**config.mk**
```make
export PLATFORM = sky130hd
export DESIGN_NAME = stream_demux_1to2_flat
export DESIGN_NICKNAME = d
export VERILOG_FILES = /design/src/rtl/stream_demux_1to2_if.sv /design/src/rtl/stream_demux_1to2.sv /design/src/flat_wrapper.sv
export SDC_FILE = /design/constraint.sdc
export NUM_CORES = 1
export LEC_CHECK = 0
export CORE_ASPECT_RATIO = 1.2
export CORE_UTILIZATION = 47
export CTS_BUF_LIST = sky130_fd_sc_hd__clkbuf_4 sky130_fd_sc_hd__clkbuf_8
export CTS_CLUSTER_DIAMETER = 150
export DETAILED_ROUTE_END_ITERATION = 10
export PLACE_DENSITY = 0.87
export REMOVE_ABC_BUFFERS = 1
export SYNTH_ARGS = -nofsm -noshare
export SYNTH_HDL_FRONTEND = slang
export SYNTH_SLANG_ARGS = --single-unit
```
**constraint.sdc**
```tcl
create_clock -name clk -period 4.8 [get_ports clk]
set_input_delay 0.96 -clock clk [delete_from_list [all_inputs] [get_ports clk]]
set_output_delay 0.96 -clock clk [all_outputs]
set_load 0.02 [all_outputs]
```
**src/rtl/stream_demux_1to2_if.sv**
```systemverilog
// Handshake bundle for the 1-to-2 stream demux: one input stream plus two output channels.
// slave is the demux view, master is the upstream/downstream environment view.
interface stream_demux_1to2_if #(parameter int WIDTH = 8);
  logic [WIDTH-1:0] in_data;
  logic             in_valid;
  logic             in_last;
  logic             in_sel;
  logic             in_ready;
  logic [WIDTH-1:0] y0_data;
  logic             y0_valid;
  logic             y0_last;
  logic             y0_ready;
  logic [WIDTH-1:0] y1_data;
  logic             y1_valid;
  logic             y1_last;
  logic             y1_ready;

  modport slave (
    input  in_data, in_valid, in_last, in_sel, y0_ready, y1_ready,
    output in_ready, y0_data, y0_valid, y0_last, y1_data, y1_valid, y1_last
  );

  modport master (
    output in_data, in_valid, in_last, in_sel, y0_ready, y1_ready,
    input  in_ready, y0_data, y0_valid, y0_last, y1_data, y1_valid, y1_last
  );
endinterface

```
**src/rtl/stream_demux_1to2.sv**
```systemverilog
// Registered 1-to-2 stream demux with per-packet select locking and a one-entry register per channel.
// Optional STREAM_DEMUX_STATS_EN adds saturating per-channel completed-packet counters.
module stream_demux_1to2 #(
  parameter int WIDTH = 8
) (
  input  logic clk,
  input  logic rst_n,
  stream_demux_1to2_if.slave bus,
  output logic busy
`ifdef STREAM_DEMUX_STATS_EN
  ,
  output logic [15:0] y0_pkts,
  output logic [15:0] y1_pkts
`endif
);
  typedef enum logic {IDLE, ROUTE} state_t;

  state_t                 state;
  logic                   route_sel;
  logic [1:0][WIDTH-1:0]  dat;
  logic [1:0]             vld;
  logic [1:0]             lst;
  logic [1:0]             rdy;
  logic [1:0]             drain;
  logic [1:0]             load;
  logic                   act_sel;
  logic                   accept;

  assign rdy     = {bus.y1_ready, bus.y0_ready};
  assign drain   = vld & rdy;
  assign act_sel = (state == ROUTE) ? route_sel : bus.in_sel;

  // Target register may take a beat when empty or when it empties this same cycle.
  assign bus.in_ready = rst_n && (!vld[act_sel] || drain[act_sel]);
  assign accept       = bus.in_valid && bus.in_ready;
  assign load         = accept ? (act_sel ? 2'b10 : 2'b01) : 2'b00;

  always_ff @(posedge clk) begin
    if (!rst_n) begin
      state     <= IDLE;
      route_sel <= 1'b0;
      dat       <= '0;
      vld       <= '0;
      lst       <= '0;
    end else begin
      for (int c = 0; c < 2; c++) begin
        if (load[c]) begin
          dat[c] <= bus.in_data;
          lst[c] <= bus.in_last;
          vld[c] <= 1'b1;
        end else if (drain[c]) begin
          dat[c] <= '0;
          lst[c] <= 1'b0;
          vld[c] <= 1'b0;
        end
      end
      if (accept) begin
        case (state)
          IDLE: if (!bus.in_last) begin
            route_sel <= bus.in_sel;
            state     <= ROUTE;
          end
          ROUTE: if (bus.in_last) state <= IDLE;
          default: state <= IDLE;
        endcase
      end
    end
  end

  assign bus.y0_data  = dat[0];
  assign bus.y0_valid = vld[0];
  assign bus.y0_last  = lst[0];
  assign bus.y1_data  = dat[1];
  assign bus.y1_valid = vld[1];
  assign bus.y1_last  = lst[1];
  assign busy         = (state == ROUTE) || (|vld);

`ifdef STREAM_DEMUX_STATS_EN
  logic [1:0][15:0] pkts;

  always_ff @(posedge clk) begin
    if (!rst_n) begin
      pkts <= '0;
    end else begin
      for (int c = 0; c < 2; c++)
        if (drain[c] && lst[c] && pkts[c] != 16'hFFFF) pkts[c] <= pkts[c] + 16'd1;
    end
  end

  assign y0_pkts = pkts[0];
  assign y1_pkts = pkts[1];
`endif
endmodule

```
**src/flat_wrapper.sv**
```systemverilog
// flat-port wrapper written by rule: the top's interface ports become plain ports
module stream_demux_1to2_flat 
#(
  parameter int WIDTH = 8
)
  (clk, rst_n, busy, bus_in_data, bus_in_valid, bus_in_last, bus_in_sel, bus_y0_ready, bus_y1_ready, bus_in_ready, bus_y0_data, bus_y0_valid, bus_y0_last, bus_y1_data, bus_y1_valid, bus_y1_last);
  stream_demux_1to2_if #(.WIDTH(WIDTH)) bus_i ();
  input  logic clk;
  input  logic rst_n;
  output logic busy;
  input wire logic [$bits(bus_i.in_data)-1:0] bus_in_data;
  input wire logic [$bits(bus_i.in_valid)-1:0] bus_in_valid;
  input wire logic [$bits(bus_i.in_last)-1:0] bus_in_last;
  input wire logic [$bits(bus_i.in_sel)-1:0] bus_in_sel;
  input wire logic [$bits(bus_i.y0_ready)-1:0] bus_y0_ready;
  input wire logic [$bits(bus_i.y1_ready)-1:0] bus_y1_ready;
  output wire logic [$bits(bus_i.in_ready)-1:0] bus_in_ready;
  output wire logic [$bits(bus_i.y0_data)-1:0] bus_y0_data;
  output wire logic [$bits(bus_i.y0_valid)-1:0] bus_y0_valid;
  output wire logic [$bits(bus_i.y0_last)-1:0] bus_y0_last;
  output wire logic [$bits(bus_i.y1_data)-1:0] bus_y1_data;
  output wire logic [$bits(bus_i.y1_valid)-1:0] bus_y1_valid;
  output wire logic [$bits(bus_i.y1_last)-1:0] bus_y1_last;
  assign bus_i.in_data = bus_in_data;
  assign bus_i.in_valid = bus_in_valid;
  assign bus_i.in_last = bus_in_last;
  assign bus_i.in_sel = bus_in_sel;
  assign bus_i.y0_ready = bus_y0_ready;
  assign bus_i.y1_ready = bus_y1_ready;
  assign bus_in_ready = bus_i.in_ready;
  assign bus_y0_data = bus_i.y0_data;
  assign bus_y0_valid = bus_i.y0_valid;
  assign bus_y0_last = bus_i.y0_last;
  assign bus_y1_data = bus_i.y1_data;
  assign bus_y1_valid = bus_i.y1_valid;
  assign bus_y1_last = bus_i.y1_last;
  stream_demux_1to2 #(.WIDTH(WIDTH)) u_core (.clk(clk), .rst_n(rst_n), .bus(bus_i), .busy(busy));
endmodule
```
== Word-level counts from Yosys, hierarchy flattened ==
Cells that the tools add are included.

* Bits in registers: 22
* Bits in latches: 0
* RAM bits: 0
* Memory bits (read-only): 0
* Input bits: 15
* Word-level logic and storage cells: 39
* Memories: 0

* $add $sub $neg: 0
* Multiply operators: 0
* Div/mod/pow operators: 0
* Order comparisons: 1
* Eq/ne operators: 0
* Shift-type cells: 0
* Muxes and demuxes: 18
* Bitwise gates (word level): 3
* Reductions and logical operators: 9

{| class="wikitable"
|+ Operators with widths
! kind !! count
|-
| $mux 8 || 4
|-
| $mux 1 || 12
|-
| $mux 2 || 2
|-
| $reduce_bool 2->1 || 2
|-
| $reduce_and 3->1 || 1
|-
| $and 2x2->2 || 1
|-
| $logic_and 1x1->1 || 2
|-
| $logic_or 1x1->1 || 2
|-
| $lt 1x2->1 const B || 1
|-
| $not 1->1 || 2
|-
| $reduce_or 2->1 || 1
|-
| $logic_not 1->1 || 1
|}

== Longest topological paths before layout ==
Gate-level depths: netlist of run 1.

* Word-level depth: 9
* Depth in mapped cells: 5

== Worst setup path before layout of run 1 ==
Ideal clock, no wire load.

* Kind: input -> output
* Start point: input port bus_in_sel
* End point: output port bus_in_ready
* Data arrival time: 1587 ps
* Required time: 3840 ps
* Path slack: 2253 ps
* Cell stages on the path: 4
* Buffers on the path: 0
* Cell sequence: mux2i_1 nand2_1 o21ai_0 and2_1

* Cells in the longest elaborated chain, start to end: 6
* Elaborated cells between the ends (all ways): 8

{| class="wikitable"
|+ RTL lines
! item !! line !! source
|-
| start, declared || flat_wrapper.sv:14 || <nowiki>input wire logic [$bits(bus_i.in_sel)-1:0] bus_in_sel;</nowiki>
|-
| $mux 1 * || stream_demux_1to2.sv:31 || <nowiki>assign act_sel = (state == ROUTE) ? route_sel : bus.in_sel;</nowiki>
|-
| $mux 1 (not written as such) (2 in a row) || stream_demux_1to2.sv:34 || <nowiki>assign bus.in_ready = rst_n && (!vld[act_sel] || drain[act_sel]);</nowiki>
|-
| $logic_not 1->1 || stream_demux_1to2.sv:34 ||
|-
| $logic_or 1x1->1 * || stream_demux_1to2.sv:34 ||
|-
| $logic_and 1x1->1 * || stream_demux_1to2.sv:34 ||
|-
| end, declared || flat_wrapper.sv:17 || <nowiki>output wire logic [$bits(bus_i.in_ready)-1:0] bus_in_ready;</nowiki>
|}

Every way passes the cells marked *; elsewhere a longest branch is shown, timed or not. The select of a mux whose other input is x is not followed.

== Worst setup path in the final report of run 1 ==
Same ends and word-level chain as after synthesis.

==> metrics.md, run 1 <==
| Metric | Value |
|---|---|
| Result of the run | completed |
| Pin count of the biggest net entering global routing | 27 |
| Latest clock arrival within the worst-skew pair | 0.31 ns |
| Sum of net half-perimeters after detailed placement | 1.623 mm |
| Number of buffers inserted by post-CTS setup repair | 0 |
| Data required time of the critical path | 3.84 ns |
| Combinational share of power | 18.7% |
| Final weighted congestion of routability-driven global placement | 0.7752 |
| Max Root-Sink Buffers | 2 |
| Die outline width | 42.30 um |
| Seq pwr share | 53.3% |
| Cts bufs inserted | 3 |
| Type of the worst setup path | input port to output pin |
| Highest attainable clock frequency | 274.4 MHz |
| Finished Core Util | 71.68% |
| DRC errors left | 0 |
| I/O Pins | 37 |
| Count of mapped cells out of synthesis | 105 |
| Core Area | 1829 um2 |
| Via count of the first global-routing pass | just under 800 |
| Final hold violations | 0 |
| Number of filler instances in the final layout | 138 |
| Count of antenna diodes in the layout | 0 |
| Part of the Yosys area used for sequential elements | 48.09% |
| Port Buffer Count | 36 |
| Cell area after placement | roughly 1300 um2 |
| Total routing resource utilization after global routing | between 20% and 30% |
| Peak fanout along the critical path | 6 |
| Clock slew at the register clock pins of the worst setup and hold paths | 0.12 ns |
| Max capacitance violation total | 0 |
| Share of post-route cells with drive strength above 1 | 7.143% |
| Depth of the CTS H-tree | 1 |
| Cell row count | 17 |
| Number of cells upsized or downsized after cts | 0 |
| Hold slack | 0.4821 ns |
| Number of warnings issued by yosys | 0 |
| Post-Route Skew | 0.003439 ns |
| Fraction of the cycle the final worst path needs | between 70% and 80% |
| First-pass GRT wire length | 3.712 mm |
| Starting DRT DRC Count | 23 |
| Critical path endpoint category | output pin |
| Proportion of total power due to net switching | 25.70% |
| Synthesized area | 915.9 um2 |
| # setup viols final | 0 |
| Die footprint | 2130 um2 |
| Worst-Margin Slew | approximately 1.3 ns |
| Path category of the worst min-delay check | flip-flop to flip-flop |
| TritonCTS clock tree | done |
| Initial antenna violation count | 0 |
| Count of hold buffers inserted by post-cts repair | 0 |
| Root Buffer Master | sky130_fd_sc_hd__clkbuf_4 |
| Synthesized area per cell | between 8 and 9 um2 |
| Routed WL per cell | 14.09 um |
| Initial Util | between 50% and 60% |
| Data arrival time at the worst-slack endpoint | 2.68 ns |
| Net switching power of the design | 0.00009383 W |
| Total detailed-routing wirelength | 2.240 mm |
| Clock network power share | 28.0% |
| Internal power consumption | 0.0002712 W |
| Most common cell after layout, fill and taps aside | sky130_fd_sc_hd__clkdlybuf4s50_1 |
| Most frequent cells in the layout | sky130_fd_sc_hd__clkdlybuf4s50_1, sky130_fd_sc_hd__nand2_1, sky130_fd_sc_hd__dfxtp_1 |
| Via total after detailed routing | around 890 |
| Power per cell area | 278.4 nW/um2 |
| Static leakage | 0.4556 nW |
| Average vias per placed instance | between 5 and 6 |
| Number of optimization iterations in the first detailed-route pass | 4 |
| Startpoint class of the critical path | input port |
| Die height | slightly above 50 um |
| Final net count | 156 |
| Number of storage elements in the synthesis netlist | 22 |
| Unrepaired setup endpoints after global routing | false |
| Grt ovf | 0 |
| Relative area change from synthesis to final layout | 43.17% |
| Total number of clock tree sinks | 22 |
| Pins over their slew limit | 0 |
| Layout Cell Area excl Fill | 1311 um2 |
| Count of nets left with antenna violations after detail routing | 0 |
| Max transition margin | 15.83% |
| Worst vdd rail ir drop | 0.0001967 V |
| Total Negative Setup Slacks | 0 ns |
| Distinct cell type count of the synthesized netlist | 19 |
| Final critical path time including I/O delays and setup | 3.645 ns |
## metal layers
| layer | track usage, % | vias to the layer above | share of wire, % |
|---|---|---|---|
| met3 | 4.676 | 5 | 5.3 |
| met4 | 10.94 | 0 | 2.1 |
| met2 | 40.26 | 31 | 49 |
| met5 | 0 | - | 0 |
| li1 | - | 436 | - |
| met1 | 26.76 | 413 | 44 |
## through the flow
| stage | instances | power (W) | setup slack [ns] |
|---|---|---|---|
| after global placement | 155 | 0.0002645 | 1.303 |
| after detailed placement | 155 | 0.0002664 | 1.218 |
| after CTS | 159 | 0.0003669 | 1.164 |
| after floorplan | 99 | 0.0002289 | 2.253 |
| final | 159 | 0.0003651 | 1.155 |
| after global routing | 159 | 0.0003793 | 1.059 |
## Yosys cell counts
library cell	n	area, um2
sky130_fd_sc_hd__a211oi_2	1	12.51
sky130_fd_sc_hd__a21boi_0	19	142.6
sky130_fd_sc_hd__and2_1	2	12.51
sky130_fd_sc_hd__and2b_2	1	8.760
sky130_fd_sc_hd__and3_2	1	7.510
sky130_fd_sc_hd__buf_2	2	10.01
sky130_fd_sc_hd__buf_6	1	11.26
sky130_fd_sc_hd__clkbuf_1	3	11.26
sky130_fd_sc_hd__dfxtp_1	22	440.4
sky130_fd_sc_hd__mux2i_1	2	20.02
sky130_fd_sc_hd__nand2_1	24	90.09
sky130_fd_sc_hd__nand2b_1	1	6.260
sky130_fd_sc_hd__nand3_1	19	95.09
sky130_fd_sc_hd__nor3_1	1	5.000
sky130_fd_sc_hd__o21a_1	1	7.510
sky130_fd_sc_hd__o21ai_0	2	10.01
sky130_fd_sc_hd__o311a_2	1	11.26
sky130_fd_sc_hd__or3_1	1	6.260
sky130_fd_sc_hd__or3_2	1	7.510
## logic make-up (layout without fill, tap and decap cells)
family                 Yosys count  after routing  share of synthesized area [%]
DFF                             22             22                          48.09
AOI/OAI and AO/OA               24             24                          20.08
muxes                            2              2                          2.186
and+or+nand+nor                 51             51                          26.09
buffers and inverters            6             41                          3.552
## registers in the layout, indices dropped and copies added (netlist names)
signal / cells
u_core.bus.y0_data: 8
u_core.bus.y1_data: 8
u_core.lst: 2
u_core.route_sel: 1
u_core.state: 1
u_core.vld: 2
## worst max-delay path, cell delays in order
cell,delay [ns]
sky130_fd_sc_hd__clkdlybuf4s50_1,0.42
sky130_fd_sc_hd__mux2i_1,0.38
sky130_fd_sc_hd__nand2_1,0.10
sky130_fd_sc_hd__o21ai_0,0.08
sky130_fd_sc_hd__and2_1,0.14
sky130_fd_sc_hd__clkdlybuf4s50_1,0.61
## final timing paths
| check | slack (ns) | cells after the start | from | end |
|---|---|---|---|---|
| hold reg to reg | 0.48 | 2 | u_core.bus.y1_data[6] | u_core.bus.y1_data[6] |
| setup reg to reg | 2.61 | 4 | u_core.state | u_core.state |
| setup / recovery | 1.16 | 6 | bus_in_sel | bus_in_ready |
| hold / removal | 0.48 | 2 | u_core.bus.y1_data[6] | u_core.bus.y1_data[6] |
## cell type report
class / instances / area, um2 / share of cell area [%]
multi-input cells: 77 / 442.9 / 33.78
well taps: 19 / 23.77 / 1.813
flip-flops and latches: 22 / 440.4 / 33.59
clock buffers: 4 / 36.28 / 2.767
repair buffers: 37 / 367.9 / 28.05
## power by group through the flow
stage          clock network, W   logic, W  registers (W)
5_1_grt                0.000110  0.0000733       0.000196
3_5_place_dp                  0  0.0000676       0.000199
2_1_floorplan                 0  0.0000229       0.000206
4_1_cts                0.000104  0.0000682       0.000195
3_3_place_gp                  0  0.0000660       0.000198
6_report               0.000102  0.0000683       0.000195
(Power assumes the default switching activity.)
==> run 2, diff against run 1 <==
--- a/config.mk
+++ b/config.mk
@@ -6,11 +6,11 @@
 export NUM_CORES = 1
 export LEC_CHECK = 0
 export CORE_ASPECT_RATIO = 1.2
-export CORE_UTILIZATION = 47
+export CORE_UTILIZATION = 44
 export CTS_BUF_LIST = sky130_fd_sc_hd__clkbuf_4 sky130_fd_sc_hd__clkbuf_8
 export CTS_CLUSTER_DIAMETER = 150
 export DETAILED_ROUTE_END_ITERATION = 10
-export PLACE_DENSITY = 0.87
+export PLACE_DENSITY = 0.82
 export REMOVE_ABC_BUFFERS = 1
 export SYNTH_ARGS = -nofsm -noshare
 export SYNTH_HDL_FRONTEND = slang
==> constraint.sdc (replaced) <==
create_clock -name clk -period 3.68 [get_ports clk]
set_input_delay 0.736 -clock clk [delete_from_list [all_inputs] [get_ports clk]]
set_output_delay 0.736 -clock clk [all_outputs]
set_load 0.02 [all_outputs]
==> metrics.md, run 2 (synthesis results as in run 1) <==
| Metric | Value |
|---|---|
| Share of post-route cells with drive strength above 1 | 7.801% (+0.66 points) |
| Root Buffer Master | sky130_fd_sc_hd__clkbuf_4 |
| List of cells traversed by the critical path | clkdlybuf4s50_1 > mux2i_1 > nand2_1 > o21ai_0 > and2_1 > clkdlybuf4s50_1 |
| Path category of the worst min-delay check | flip-flop to flip-flop |
| Cell row count | 17 (unchanged) |
| Number of buffers inserted by post-CTS setup repair | 0 (unchanged) |
| Max Root-Sink Buffers | 2 (unchanged) |
| Count of nets left with antenna violations after detail routing | 0 (unchanged) |
| Critical path endpoint category | output pin |
| Total Negative Setup Slacks | 0 ns (unchanged) |
| Final hold violations | 0 (unchanged) |
| Number of optimization iterations in the first detailed-route pass | 7 (+3) |
| Fraction of the cycle the final worst path needs | 85.15% |
| Startpoint class of the critical path | input port |
| Via total after detailed routing | 868 (-1.9%) |
| Via count of the first global-routing pass | 829 (+4.8%) |
| Count of hold buffers inserted by post-cts repair | 0 (unchanged) |
| Final weighted congestion of routability-driven global placement | 0.7688 (-0.83%) |
| Highest attainable clock frequency | 319.1 MHz |
| Average vias per placed instance | 5.425 (-2.5%) |
| Pins over their slew limit | 0 (unchanged) |
| Initial antenna violation count | 0 (unchanged) |
| Latest clock arrival within the worst-skew pair | 0.31 ns (about the same) |
| Die footprint | 2269 um2 (+6.5%) |
| Peak fanout along the critical path | 6 (unchanged) |
| Die height | 51.98 um (+3.2%) |
| Data required time of the critical path | 2.94 ns (-0.90 ns) |
| Data arrival time at the worst-slack endpoint | 2.40 ns (-0.28 ns) |
| # setup viols final | 0 (unchanged) |
| Number of cells upsized or downsized after cts | 0 (unchanged) |
| Initial Util | 48.38% (-1.7 points) |
| Grt ovf | 0 (unchanged) |
| Largest stage delay on the critical path | 0.60 ns (about the same) |
| Result of the run | finished, violations left |
| Port Buffer Count | 36 (unchanged) |
| Final critical path time including I/O delays and setup | 3.134 ns |
| Number of filler instances in the final layout | 154 (+12%) |
| I/O Pins | 37 (unchanged) |
| Core Area | 1893 um2 (+3.5%) |
| Type of the worst setup path | input port to output pin |
| Failing checks | design-rule violations |
| Most common cell after layout, fill and taps aside | sky130_fd_sc_hd__clkdlybuf4s50_1 |
| DRC errors left | 5 (+5) |
| Total routing resource utilization after global routing | 20.46% (-2.7 points) |
| Die outline width | 43.65 um (+3.2%) |
| Post-Route Skew | 0.001084 ns (-0.002355 ns) |
| Unrepaired setup endpoints after global routing | false |
| First-pass GRT wire length | 3.394 mm (-8.6%) |
| Starting DRT DRC Count | 21 (-8.7%) |
| Relative area change from synthesis to final layout | 43.99% |
| Count of antenna diodes in the layout | 0 (unchanged) |
| Cts bufs inserted | 3 (unchanged) |
| Max capacitance violation total | 0 (unchanged) |
| Routed WL per cell | 13.28 um (-5.7%) |
| Cell occurring most often along the worst timing path | sky130_fd_sc_hd__clkdlybuf4s50_1 |
| Final net count | 157 (+0.64%) |
| Total detailed-routing wirelength | 2.125 mm (-5.1%) |
| Worst-Margin Slew | 0.4428 ns (-0.8102 ns) |
| Power per cell area | 359.7 nW/um2 (+29%) |
| Max transition margin | 70.40% (+55 points) |
| CP max stage cell | sky130_fd_sc_hd__clkdlybuf4s50_1 |
| Worst vdd rail ir drop | 0.0002569 V (+31%) |
| Reg2Reg Setup Slack | 1.86 ns (-0.75 ns) |
| Clock slew at the register clock pins of the worst setup and hold paths | 0.12 ns (about the same) |
| Total number of clock tree sinks | 22 (unchanged) |
| Static leakage | 0.4609 nW (+1.2%) |
| Finished Core Util | 69.66% (-2.0 points) |
| TritonCTS clock tree | done |
| Depth of the CTS H-tree | 1 (unchanged) |
| Sum of net half-perimeters after detailed placement | 1.577 mm (-2.9%) |
| Most frequent cells in the layout | sky130_fd_sc_hd__clkdlybuf4s50_1, sky130_fd_sc_hd__nand2_1, sky130_fd_sc_hd__dfxtp_1 |
| Pin count of the biggest net entering global routing | 26 (-3.7%) |
[run 2: changes by cell type in the layout (fill, tap and decap cells not counted)]
cell,previous run,this run
sky130_fd_sc_hd__buf_4,1,2
[run 2: metrics by stage]
stage,instances,cell area [um2],power [W],setup slack [ns],hold slack (ns)
global placement,156,1282,0.0003459,0.6244,0.4494
floorplan,99,883.3,0.0002985,1.581,0.4344
finish,160,1319,0.0004744,0.5465,0.4691
detailed placement,156,1282,0.0003477,0.5545,0.4497
global route,160,1319,0.0004961,0.4344,0.4987
CTS,160,1319,0.0004784,0.5403,0.4717
[run 2: per-layer routing]
layer	up-vias	share of wire [%]	global-route usage, %
li1	437	-	-
met1	394	43	22.99
met2	33	48	36.82
met3	4	6.6	2.431
met4	0	2.0	10.94
met5	-	0	0
[run 2: path summary, 6_finish.rpt]
check / startpoint / end / cells after the start
setup / recovery: bus_in_sel / bus_in_ready / 6
hold / removal: u_core.route_sel / u_core.route_sel / 2
setup reg to reg: u_core.state / u_core.route_sel / 4
hold reg to reg: u_core.route_sel / u_core.route_sel / 2
[run 2: area by class of cell]
cell class / count / area (um2) / area share [%]
multi-input combinational: 77 / 442.9 / 33.59
sequential: 22 / 440.4 / 33.40
timing repair buffer: 38 / 375.4 / 28.46
clock buffer: 4 / 36.28 / 2.751
tap: 19 / 23.77 / 1.803
[run 2: critical path, delay by kind of cell]
family,cells,cell delay (ns)
mux,1,0.34
compound gates,1,0.07
buf+inv,2,1.03
simple gates,2,0.23
[run 2: power by group]
part           total [W]  leakage, nW  switching (W)  internal, W
sequential      0.000254        0.179     0.00000583     0.000248
combinational  0.0000885        0.261      0.0000425    0.0000460
clock           0.000132       0.0210      0.0000717    0.0000604
==> run 3, diff against run 2 <==
==> constraint.sdc (replaced) <==
create_clock -name clk -period 3.68 [get_ports clk]
set_input_delay 1.104 -clock clk [delete_from_list [all_inputs] [get_ports clk]]
set_output_delay 1.104 -clock clk [all_outputs]
set_load 0.02 [all_outputs]
==> metrics.md, run 3 (synthesis results as in run 1) <==
| Metric | Value |
|---|---|
| Latest clock arrival within the worst-skew pair | 0.31 ns (about the same) |
| Total detailed-routing wirelength | 2.152 mm (+1.3%) |
| Internal power consumption | 0.0003565 W (+0.63%) |
| Fraction of the cycle the final worst path needs | 95.29% (+10 points) |
| PnR Total Power | 0.0004776 W (+0.67%) |
| Die footprint | 2269 um2 (unchanged) |
| Via count of the first global-routing pass | 842 (+1.6%) |
| Data arrival time at the worst-slack endpoint | 2.40 ns (about the same) |
| Proportion of total power due to net switching | 25.35% (+0.031 points) |
| Seq pwr share | 53.1% (-0.4 points) |
| Depth of the CTS H-tree | 1 (unchanged) |
| Total routing resource utilization after global routing | 20.94% (+0.48 points) |
| Max transition margin | 62.45% (-7.9 points) |
| Starting DRT DRC Count | 21 (unchanged) |
| Port Buffer Count | 36 (unchanged) |
| Post-Route Skew | 0.002401 ns (+0.001316 ns) |
| Final WS setup | 0.1732 ns (-0.3733 ns) |
| Unrepaired setup endpoints after global routing | false |
| Cell row count | 17 (unchanged) |
| Worst vdd rail ir drop | 0.0002986 V (+16%) |
| # setup viols final | 0 (unchanged) |
| Layout Cell Area excl Fill | 1348 um2 (+2.2%) |
| Combinational share of power | 19.1% (+0.4 points) |
| Type of the worst setup path | input port to output pin |
| Number of buffers inserted by post-CTS setup repair | 0 (unchanged) |
| Number of optimization iterations in the first detailed-route pass | 9 (+2) |
| Total number of clock tree sinks | 22 (unchanged) |
| Initial antenna violation count | 0 (unchanged) |
| Pin count of the biggest net entering global routing | 26 (unchanged) |
| Critical path endpoint category | output pin |
| Sum of net half-perimeters after detailed placement | 1.590 mm (+0.83%) |
| Grt ovf | 0 (unchanged) |
| Data required time of the critical path | 2.58 ns (-0.36 ns) |
| TritonCTS clock tree | done |
| Total Negative Setup Slacks | 0 ns (unchanged) |
| Static leakage | 0.4822 nW (+4.6%) |
| Number of filler instances in the final layout | 151 (-1.9%) |
| Net switching power of the design | 0.0001210 W (+0.79%) |
| Count of hold buffers inserted by post-cts repair | 0 (unchanged) |
| Reg2Reg Launch Point | u_core.state |
| Initial Util | 48.38% (unchanged) |
| Worst-Margin Slew | 0.5589 ns (+0.1162 ns) |
| Die height | 51.98 um (unchanged) |
| I/O Pins | 37 (unchanged) |
| Count of antenna diodes in the layout | 0 (unchanged) |
| Worst Hold Path EP | u_core.route_sel |
| Most frequent cells in the layout | sky130_fd_sc_hd__clkdlybuf4s50_1, sky130_fd_sc_hd__nand2_1, sky130_fd_sc_hd__dfxtp_1 |
| Post-place setup slack | -0.09146 ns (-0.6459 ns) |
| Relative area change from synthesis to final layout | 47.13% |
| Share of post-route cells with drive strength above 1 | 10.34% (+2.5 points) |
| Cell area after placement | 1313 um2 (+2.3%) |
| Count of nets left with antenna violations after detail routing | 0 (unchanged) |
| Startpoint class of the critical path | input port |
| Root Buffer Master | sky130_fd_sc_hd__clkbuf_4 |
| Cell count of the worst reg-to-reg path | 5 (+1) |
| Reg2Reg Setup Slack | 1.85 ns (about the same) |
| Max Root-Sink Buffers | 2 (unchanged) |
| Pins over their slew limit | 0 (unchanged) |
| Core Area | 1893 um2 (unchanged) |
| Via total after detailed routing | 878 (+1.2%) |
| Final net count | 161 (+2.5%) |
| Cts bufs inserted | 3 (unchanged) |
| DRC errors left | 5 (unchanged) |
| Hold Path Depth | 2 (unchanged) |
| Highest attainable clock frequency | 285.2 MHz (-11%) |
| Clock slew at the register clock pins of the worst setup and hold paths | 0.12 ns (about the same) |
| Final hold violations | 0 (unchanged) |
| Most common cell after layout, fill and taps aside | sky130_fd_sc_hd__clkdlybuf4s50_1 |
| Beginning of the worst hold path | u_core.route_sel |
| Final critical path time including I/O delays and setup | 3.507 ns (+0.3733 ns) |
| Max capacitance violation total | 0 (unchanged) |
| Die outline width | 43.65 um (unchanged) |
| Clock network power share | 27.8% (about the same) |
| Failing checks | design-rule violations |
| Routed WL per cell | 13.12 um (-1.2%) |
| Result of the run | finished, violations left |
| Peak fanout along the critical path | 2 (-4) |
| First-pass GRT wire length | 3.498 mm (+3.1%) |
| Hold slack | 0.4785 ns (+0.009355 ns) |
| Power per cell area | 354.4 nW/um2 (-1.5%) |
| Critical register-to-register path endpoint | u_core.route_sel |
| Average vias per placed instance | 5.354 (-1.3%) |
| Final weighted congestion of routability-driven global placement | 0.7929 (+3.1%) |
| Path category of the worst min-delay check | flip-flop to flip-flop |
## run 3: cell count changes in the layout (fill, tap and decap cells not counted)
cell and change:
sky130_fd_sc_hd__buf_4 +4, sky130_fd_sc_hd__clkdlybuf4s50_1 -1, sky130_fd_sc_hd__dlygate4sd2_1 +1
## run 3: critical path, stage by stage
cell                              delay (ns)
sky130_fd_sc_hd__clkdlybuf4s50_1        0.47
sky130_fd_sc_hd__and2b_2                0.22
sky130_fd_sc_hd__o21ai_0                0.14
sky130_fd_sc_hd__and2_1                 0.14
sky130_fd_sc_hd__dlygate4sd2_1          0.33
## run 3: cell type report
class	count	area [um2]	share of cell area [%]
Multi-Input combinational cell	77	442.9	32.87
Sequential cell	22	440.4	32.68
Timing Repair Buffer	42	404.1	29.99
Clock buffer	4	36.28	2.693
Tap cell	19	23.77	1.764
## run 3: power groups by stage
stage / Combinational [W] / Sequential [W] / Clock [W]
after floorplan: 0.0000298 / 0.000269 / 0
after global placement: 0.0000905 / 0.000259 / 0
after detailed placement: 0.0000919 / 0.000259 / 0
after CTS: 0.0000918 / 0.000254 / 0.000134
after global routing: 0.0000987 / 0.000255 / 0.000141
final: 0.0000913 / 0.000254 / 0.000133
## run 3: worst max path at each step
stage | from | endpoint | slack, ns | depth (start not counted)
2_1_floorplan | bus_in_sel | bus_in_ready | 0.84 | 4
3_3_place_gp | bus_y1_ready | bus_in_ready | -0.07 | 5
4_1_cts | bus_y1_ready | bus_in_ready | 0.17 | 5
6_report | bus_y1_ready | bus_in_ready | 0.17 | 5
3_5_place_dp | bus_y1_ready | bus_in_ready | -0.09 | 5
5_1_grt | bus_in_sel | bus_in_ready | 0.03 | 6
## run 3: per-stage QoR
stage | instances | util [%]
after floorplan | 99 | -
after global placement | 160 | 69.33
after detailed placement | 160 | 69.33
after CTS | 164 | 71.18
after global routing | 164 | 71.18
final | 164 | 71.18
## run 3: metal layers
layer  vias up  GRT usage [%]  wire length [um]  share of wire [%]
met5         -              0                 0                  0
met4         0          9.375                41                1.9
met3         4          3.125               140                6.5
met2        33          39.30              1068                 50
met1       398          22.46               902                 42
li1        443              -                 -                  -
## run 3: repair_timing
item	CTS	global route
resized for setup	1	0
setup endpoints to repair	1	0
endpoints found under the hold margin	0	0
